==> config.mk <==
export PLATFORM = sky130hd
export DESIGN_NAME = gf_mult_sequencer
export DESIGN_NICKNAME = d
export VERILOG_FILES = /design/src/rtl/gf_seq_pkg.sv /design/src/rtl/gf_seq_delay.sv /design/src/rtl/gf_mult_sequencer.sv
export SDC_FILE = /design/constraint.sdc
export NUM_CORES = 1
export LEC_CHECK = 0
export BUFFER_PORTS_ARGS = -buffer_cell sky130_fd_sc_hd__buf_2
export CORE_MARGIN = 1.5
export CORE_UTILIZATION = 35
export DETAILED_ROUTE_END_ITERATION = 8
export SYNTH_ARGS = -nofsm -noshare
export SYNTH_HDL_FRONTEND = slang
export SYNTH_SLANG_ARGS = --single-unit
==> constraint.sdc <==
create_clock -name sys_clk_in -period 6.6 [get_ports sys_clk_in]
set_input_delay 0.66 -clock sys_clk_in [delete_from_list [all_inputs] [get_ports sys_clk_in]]
set_output_delay 0.66 -clock sys_clk_in [all_outputs]
set_load 0.03 [all_outputs]
==> src/rtl/gf_seq_pkg.sv <==
// Shared types and constants for the bit-serial GF(2^8) multiply sequencer.
package gf_seq_pkg;

    localparam int         DATA_WIDTH = 8;
    localparam logic [7:0] GF_POLY    = 8'h1B;

    // Plane read order: the MSB plane first so the multiplier can preload the reduction term.
    localparam logic [2:0] PLANE_ORDER [8] = '{3'd7, 3'd0, 3'd1, 3'd2, 3'd3, 3'd4, 3'd5, 3'd6};

    typedef enum logic [1:0] {
        IDLE,
        ISSUE,
        DRAIN,
        DONE
    } state_t;

endpackage

==> src/rtl/gf_seq_delay.sv <==
// Aligns each row-read issue with its returning data: a DEPTH-deep shift
// register of {valid, step index}.
module gf_seq_delay #(
    parameter int DEPTH = 1
) (
    input  logic       sys_clk_in,
    input  logic       sys_reset_in,
    input  logic       valid_in,
    input  logic [2:0] step_in,
    output logic       valid_out,
    output logic [2:0] step_out
);

    logic [3:0] pipe_q [DEPTH];

    always_ff @(posedge sys_clk_in) begin
        // NOTE: this small array is reset on purpose; a stale valid bit after an
        // aborted command would otherwise fire phantom multiplier steps and writes.
        if (sys_reset_in) begin
            for (int i = 0; i < DEPTH; i++) pipe_q[i] <= '0;
        end else begin
            pipe_q[0] <= {valid_in, step_in};
            for (int i = 1; i < DEPTH; i++) pipe_q[i] <= pipe_q[i-1];
        end
    end

    assign valid_out = pipe_q[DEPTH-1][3];
    assign step_out  = pipe_q[DEPTH-1][2:0];

endmodule

==> src/rtl/gf_mult_sequencer.sv <==
// Runs one bit-serial GF(2^8) x2 / x3 multiply: issues plane reads, steers the
// serial multiplier, forms the x3 correction and writes back 8 product planes.
module gf_mult_sequencer
    import gf_seq_pkg::*;
#(
    parameter int ADDR_WIDTH   = 8,
    parameter int READ_LATENCY = 1
) (
    input  logic                  sys_clk_in,
    input  logic                  sys_reset_in,
    input  logic                  start_in,
    input  logic                  factor_sel_in,
    input  logic [ADDR_WIDTH-1:0] src_base_in,
    input  logic [ADDR_WIDTH-1:0] dst_base_in,
    output logic                  busy_out,
    output logic                  done_out,
    output logic                  rd_en_out,
    output logic [ADDR_WIDTH-1:0] rd_addr_out,
    input  logic [DATA_WIDTH-1:0] bitline_in,
    output logic                  mult_set_msb_out,
    output logic                  mult_update_out,
    output logic                  mult_factor_sel_out,
    input  logic [DATA_WIDTH-1:0] mult_product_in,
    output logic                  wr_en_out,
    output logic [ADDR_WIDTH-1:0] wr_addr_out,
    output logic [DATA_WIDTH-1:0] wr_data_out
);

    state_t                  state_q, state_d;
    logic [2:0]              issue_cnt_q;
    logic [ADDR_WIDTH-1:0]   src_base_q, dst_base_q;
    logic                    factor_q;
    logic                    step_valid;
    logic [2:0]              step_idx;
    logic [DATA_WIDTH-1:0]   a7_q, hold_q;
    logic                    flush_q, wr_last_q;

    always_ff @(posedge sys_clk_in) begin
        // NOTE: sequential state uses non-blocking assignments only, so every
        // register samples pre-edge values regardless of statement order.
        if (sys_reset_in) begin
            state_q     <= IDLE;
            issue_cnt_q <= '0;
            src_base_q  <= '0;
            dst_base_q  <= '0;
            factor_q    <= 1'b0;
        end else begin
            state_q     <= state_d;
            issue_cnt_q <= (state_q == ISSUE) ? issue_cnt_q + 3'd1 : 3'd0;
            if (state_q == IDLE && start_in) begin
                src_base_q <= src_base_in;
                dst_base_q <= dst_base_in;
                factor_q   <= factor_sel_in;
            end
        end
    end

    always_comb begin
        // NOTE: every output of this block gets a default first; a path that
        // skips an assignment would otherwise infer a latch.
        state_d     = state_q;
        busy_out    = 1'b0;
        done_out    = 1'b0;
        rd_en_out   = 1'b0;
        rd_addr_out = '0;
        case (state_q)
            IDLE: if (start_in) state_d = ISSUE;
            ISSUE: begin
                busy_out    = 1'b1;
                rd_en_out   = 1'b1;
                rd_addr_out = src_base_q + ADDR_WIDTH'(PLANE_ORDER[issue_cnt_q]);
                if (issue_cnt_q == 3'd7) state_d = DRAIN;
            end
            DRAIN: begin
                busy_out = 1'b1;
                if (wr_en_out && wr_last_q) state_d = DONE;
            end
            DONE: begin
                busy_out = 1'b1;
                done_out = 1'b1;
                state_d  = IDLE;
            end
            default: state_d = IDLE;
        endcase
    end

    gf_seq_delay #(.DEPTH(READ_LATENCY)) u_delay (
        .sys_clk_in   (sys_clk_in),
        .sys_reset_in (sys_reset_in),
        .valid_in     (rd_en_out),
        .step_in      (issue_cnt_q),
        .valid_out    (step_valid),
        .step_out     (step_idx)
    );

    assign mult_set_msb_out    = step_valid && (step_idx == 3'd0);
    assign mult_update_out     = step_valid && (step_idx != 3'd0);
    assign mult_factor_sel_out = factor_q;

    // x3 lags x2 by one step: plane k-1 of a arrives with step k, plane 7 is kept for the flush.
    always_ff @(posedge sys_clk_in) begin
        if (sys_reset_in) begin
            wr_en_out   <= 1'b0;
            wr_addr_out <= '0;
            wr_data_out <= '0;
            wr_last_q   <= 1'b0;
            flush_q     <= 1'b0;
            a7_q        <= '0;
            hold_q      <= '0;
        end else begin
            wr_en_out <= 1'b0;
            wr_last_q <= 1'b0;
            flush_q   <= 1'b0;
            if (step_valid) begin
                if (!factor_q) begin
                    wr_en_out   <= 1'b1;
                    wr_addr_out <= dst_base_q + ADDR_WIDTH'(step_idx);
                    wr_data_out <= mult_product_in;
                    wr_last_q   <= (step_idx == 3'd7);
                end else if (step_idx == 3'd0) begin
                    a7_q   <= bitline_in;
                    hold_q <= mult_product_in;
                end else begin
                    wr_en_out   <= 1'b1;
                    wr_addr_out <= dst_base_q + ADDR_WIDTH'(step_idx - 3'd1);
                    wr_data_out <= hold_q ^ bitline_in;
                    hold_q      <= mult_product_in;
                    flush_q     <= (step_idx == 3'd7);
                end
            end else if (flush_q) begin
                wr_en_out   <= 1'b1;
                wr_addr_out <= dst_base_q + ADDR_WIDTH'(3'd7);
                wr_data_out <= hold_q ^ a7_q;
                wr_last_q   <= 1'b1;
            end
        end
    end

endmodule
==> impl_table.tex <==
\begin{tabular}{lr}
\hline
Metric & Value \\
\hline
\multicolumn{2}{l}{\textbf{Yosys}} \\
\quad Post-synthesis compound-gate area fraction & 21.2\% \\
\quad Commonest cells post-synth & sky130\_fd\_sc\_hd\_\_nand2\_1, sky130\_fd\_sc\_hd\_\_dfxtp\_1, sky130\_fd\_sc\_hd\_\_a21oi\_1, sky130\_fd\_sc\_hd\_\_nor2\_1, sky130\_fd\_sc\_hd\_\_inv\_1 \\
\quad Syn nets & 449 \\
\quad Synthesized-area fraction occupied by xor and xnor cells & 1.68\% \\
\quad Count leader, synth & sky130\_fd\_sc\_hd\_\_nand2\_1 \\
\quad Number of flops mapped to enable cells by yosys & 0 \\
\quad Library cell occupying the most area in the post-synthesis netlist & sky130\_fd\_sc\_hd\_\_dfxtp\_1 \\
\quad Main flop type after synthesis & sky130\_fd\_sc\_hd\_\_dfxtp\_1 \\
\quad Share of flip-flops with an asynchronous set or reset & 0\% \\
\quad Number of synthesized register bits & 61 \\
\quad Fraction of the mapped netlist area in adder cells & 10.1\% \\
\quad Count of mapped cells out of synthesis & 389 \\
\quad Share of the yosys chip area belonging to registers & 39.0\% \\
\quad Synthesized area per cell & 8.05 um2 \\
\quad Multiplexer fraction of the synthesized cell area & 0.320\% \\
\quad Combinational family with the most area after synthesis & simple AND/OR/NAND/NOR gates \\
\quad Number of warnings issued by yosys & 0 \\
\quad Yosys top cell area share & 39.0\% \\
\quad Area contributors post-synth & sky130\_fd\_sc\_hd\_\_dfxtp\_1, sky130\_fd\_sc\_hd\_\_nand2\_1, sky130\_fd\_sc\_hd\_\_ha\_1, sky130\_fd\_sc\_hd\_\_a21oi\_1, sky130\_fd\_sc\_hd\_\_nor2\_1 \\
\quad Simple logic cell fraction of the synthesized area & 21.5\% \\
\quad Post-synthesis instance area & 3130 um2 \\
\quad Unique cell type count in the Yosys netlist & 44 \\
\multicolumn{2}{l}{\textbf{Floorplanning}} \\
\quad Area of the die & 9520 um2 \\
\quad Placeable Area & 8680 um2 \\
\quad Die extent in x & 97.6 um \\
\quad IO Pins & 67 \\
\quad Effective utilization at floorplan & 36.1\% \\
\quad Die height & 97.6 um \\
\quad Standard-cell rows & 34 \\
\multicolumn{2}{l}{\textbf{Global routing}} \\
\quad Largest net degree at the start of global routing & 60 \\
\quad Wire length of the first global-routing pass & 12.4 mm \\
\quad Total gr overflow & 0 \\
\quad Number of antenna violations at the first check in global routing & 0 \\
\quad Total global routing track utilization & 16.0\% \\
\quad Via count of the first global-routing pass & 2723 \\
\multicolumn{2}{l}{\textbf{Placement}} \\
\quad Weighted congestion at the end of routability-driven global placement & 0.882 \\
\quad I/O Buffers & 66 \\
\quad Detailed Place HPWL & 5.14 mm \\
\quad Instance count after placement with tap cells included & 545 \\
\quad Pre-CTS WS & 2870 ps \\
\multicolumn{2}{l}{\textbf{Detailed routing}} \\
\quad Average wire per standard cell & 12.9 um \\
\quad Vias & 2802 \\
\quad Number of nets still failing antenna checks after routing & 0 \\
\quad Iter 0 DRT Violations & 113 \\
\quad Via density per instance & 4.99 \\
\quad Residual DRC count & 0 \\
\quad DRT Pass-1 Iters & 4 \\
\quad Post-Route WL & 7.25 mm \\
\multicolumn{2}{l}{\textbf{Min path}} \\
\quad Cell depth of the worst min-delay path & 2 \\
\quad Worst Hold Endpoint & wr\_addr\_out[0] \\
\quad Hold path startpoint & wr\_addr\_out[0] \\
\quad Path category of the worst min-delay check & register to register \\
\multicolumn{2}{l}{\textbf{Setup path}} \\
\quad Count of cells along the worst register-to-register path & 8 \\
\quad Startpoint type of the worst setup path & register \\
\quad Endpoint required time on the critical path & 6850 ps \\
\quad Launch point of the worst reg-to-reg path & u\_delay.pipe\_q[0][3] \\
\quad Setup slack on the worst flop-to-flop path & 2880 ps \\
\quad Worst r2r dst & wr\_addr\_out[7] \\
\quad Data arrival time of the critical path & 3970 ps \\
\quad Kind of critical path & register to register \\
\quad Critical path capture point type & register \\
\quad Highest fanout seen on the critical path & 20 \\
\multicolumn{2}{l}{\textbf{Power and ir drop}} \\
\quad Power consumption & 1.33 mW \\
\quad Largest vdd supply drop & 181 uV \\
\quad Power per standard cell area & 355 nW/um2 \\
\quad Leakage power total & 1.60 nW \\
\multicolumn{2}{l}{\textbf{Finish}} \\
\quad Antenna diodes & 0 \\
\quad Number of nets in the layout & 508 \\
\quad Post-Layout Cell Count & 561 \\
\quad Number of fillers in the final layout & 938 \\
\quad Synth-to-layout area growth & 19.4\% \\
\quad Layout cells sized above 1 & 19.9\% \\
\multicolumn{2}{l}{\textbf{STA}} \\
\quad Tightest hold margin & 456 ps \\
\quad Ratio of final minimum period to clock period & 56.4\% \\
\quad Worst rel slew slack & 38.1\% \\
\quad Worst Slack Setup Final & 2880 ps \\
\quad Number of hold-slack violations in the final timing report & 0 \\
\quad Transition time at the pin with the least slew margin & 920 ps \\
\quad Achievable frequency & 268 MHz \\
\quad Final setup violation count & 0 \\
\quad Total negative slack for setup checks & 0 ps \\
\quad Number of max-slew violations in the final report & 0 \\
\quad Crit path time final & 3720 ps \\
\quad Post-Route Skew & 4.80 ps \\
\quad Unrepaired setup endpoints after global routing & false \\
\multicolumn{2}{l}{\textbf{Clock tree}} \\
\quad Later-pin clock latency in the skew report & 330 ps \\
\quad Hold buffer count at CTS & 0 \\
\quad Number of gates resized after cts & 0 \\
\quad Root buffer selected by CTS & sky130\_fd\_sc\_hd\_\_clkbuf\_8 \\
\quad Clock net sink count & 61 \\
\quad Total setup buffers inserted after CTS & 0 \\
\quad Number of buffers created by CTS & 9 \\
\quad Post-CTS clock slew at the launch and capture registers of the worst setup and hold paths & 70 ps \\
\quad CTS tree & built \\
\quad Maximum level of the CTS H-tree & 3 \\
\quad Max Buffers Root-to-Sink & 2 \\
\multicolumn{2}{l}{\textbf{Run status}} \\
\quad Outcome & complete, no violations \\
\multicolumn{2}{l}{\textbf{Job}} \\
\quad MaxCap Viol Count & 0 \\
\hline
\end{tabular}
## worst max path at each step
stage                         start             end  slack, ps  cells after the start
2_1_floorplan        issue_cnt_q[0]  rd_addr_out[7]       3650                      8
3_3_place_gp   u_delay.pipe_q[0][3]  wr_addr_out[7]       3040                      8
3_5_place_dp   u_delay.pipe_q[0][3]  wr_addr_out[7]       2870                      8
4_1_cts        u_delay.pipe_q[0][3]  wr_addr_out[7]       2840                      8
5_1_grt        u_delay.pipe_q[0][3]  wr_addr_out[7]       2580                      8
6_report       u_delay.pipe_q[0][3]  wr_addr_out[7]       2880                      8
## layer usage
layer,wire (um),vias to the layer above,track usage (%)
li1,-,1461,-
met1,3420,1269,19.5
met2,3380,61,26.9
met3,323,11,4.17
met4,117,0,6.04
met5,0,-,0
## kinds of logic after synthesis
| family | count (synthesis) |
|---|---|
| simple gates | 148 |
| compound gates | 103 |
| flops | 61 |
| buf+inv | 46 |
| fa+ha+maj | 24 |
| xor+xnor | 6 |
| mux | 1 |
## layout by cell type (no fill, tap or decap), drive strengths merged, types with 2 or more instances in the layout
| master | count |
|---|---|
| o21ai | 9 |
| a221oi | 9 |
| nand2 | 77 |
| ha | 22 |
| nand2b | 2 |
| inv | 25 |
| nor3b | 2 |
| and2 | 10 |
| and3 | 2 |
| nor4b | 2 |
| nor2 | 32 |
| or3 | 3 |
| a211oi | 14 |
| clkbuf | 12 |
| nor2b | 9 |
| nor4 | 2 |
| a21oi | 40 |
| buf | 68 |
| o22ai | 16 |
| clkinv | 3 |
| dfxtp | 61 |
| nor3 | 4 |
| a21o | 4 |
| bufinv | 2 |
| a21boi | 3 |
| fa | 2 |
| xnor2 | 6 |
## power breakdown
group          switching (mW)  total (mW)  internal [mW]
Sequential             0.0460       0.468          0.422
Combinational           0.316       0.488          0.172
Clock                   0.139       0.371          0.232
## critical path, cell delays in order, from the launching register on
cell and delay [ps]:
sky130_fd_sc_hd__dfxtp_1 750, sky130_fd_sc_hd__nand2_1 570, sky130_fd_sc_hd__nor4_1 850, sky130_fd_sc_hd__ha_1 420
sky130_fd_sc_hd__a21o_1 180, sky130_fd_sc_hd__a21o_1 170, sky130_fd_sc_hd__a221oi_1 350, sky130_fd_sc_hd__xnor2_1 120
sky130_fd_sc_hd__a211oi_1 220
## area by class of cell
class / count / area, um2 / area share [%]
clock buffers: 12 / 155 / 4.15
clock inverters: 4 / 70.1 / 1.87
inverters: 26 / 97.6 / 2.61
multi-input cells: 282 / 1710 / 45.8
flip-flops and latches: 61 / 1220 / 32.7
well taps: 108 / 135 / 3.61
repair buffers: 68 / 345 / 9.24
## stage by stage
| step | cell area [um2] | util [%] |
|---|---|---|
| 2_1_floorplan | 3130 | - |
| 3_3_place_gp | 3510 | 40.5 |
| 3_5_place_dp | 3510 | 40.5 |
| 4_1_cts | 3740 | 43.1 |
| 5_1_grt | 3740 | 43.1 |
| 6_report | 3740 | 43.1 |
## flip-flops by register name, indices dropped and copies added, names as in the netlist
register	cells
state_q	2
wr_addr_out	8
wr_data_out	8
issue_cnt_q	3
hold_q	8
src_base_q	8
flush_q	1
mult_factor_sel_out	1
wr_en_out	1
dst_base_q	8
wr_last_q	1
a7_q	8
u_delay.pipe_q	4
(Power assumes the default switching activity.)
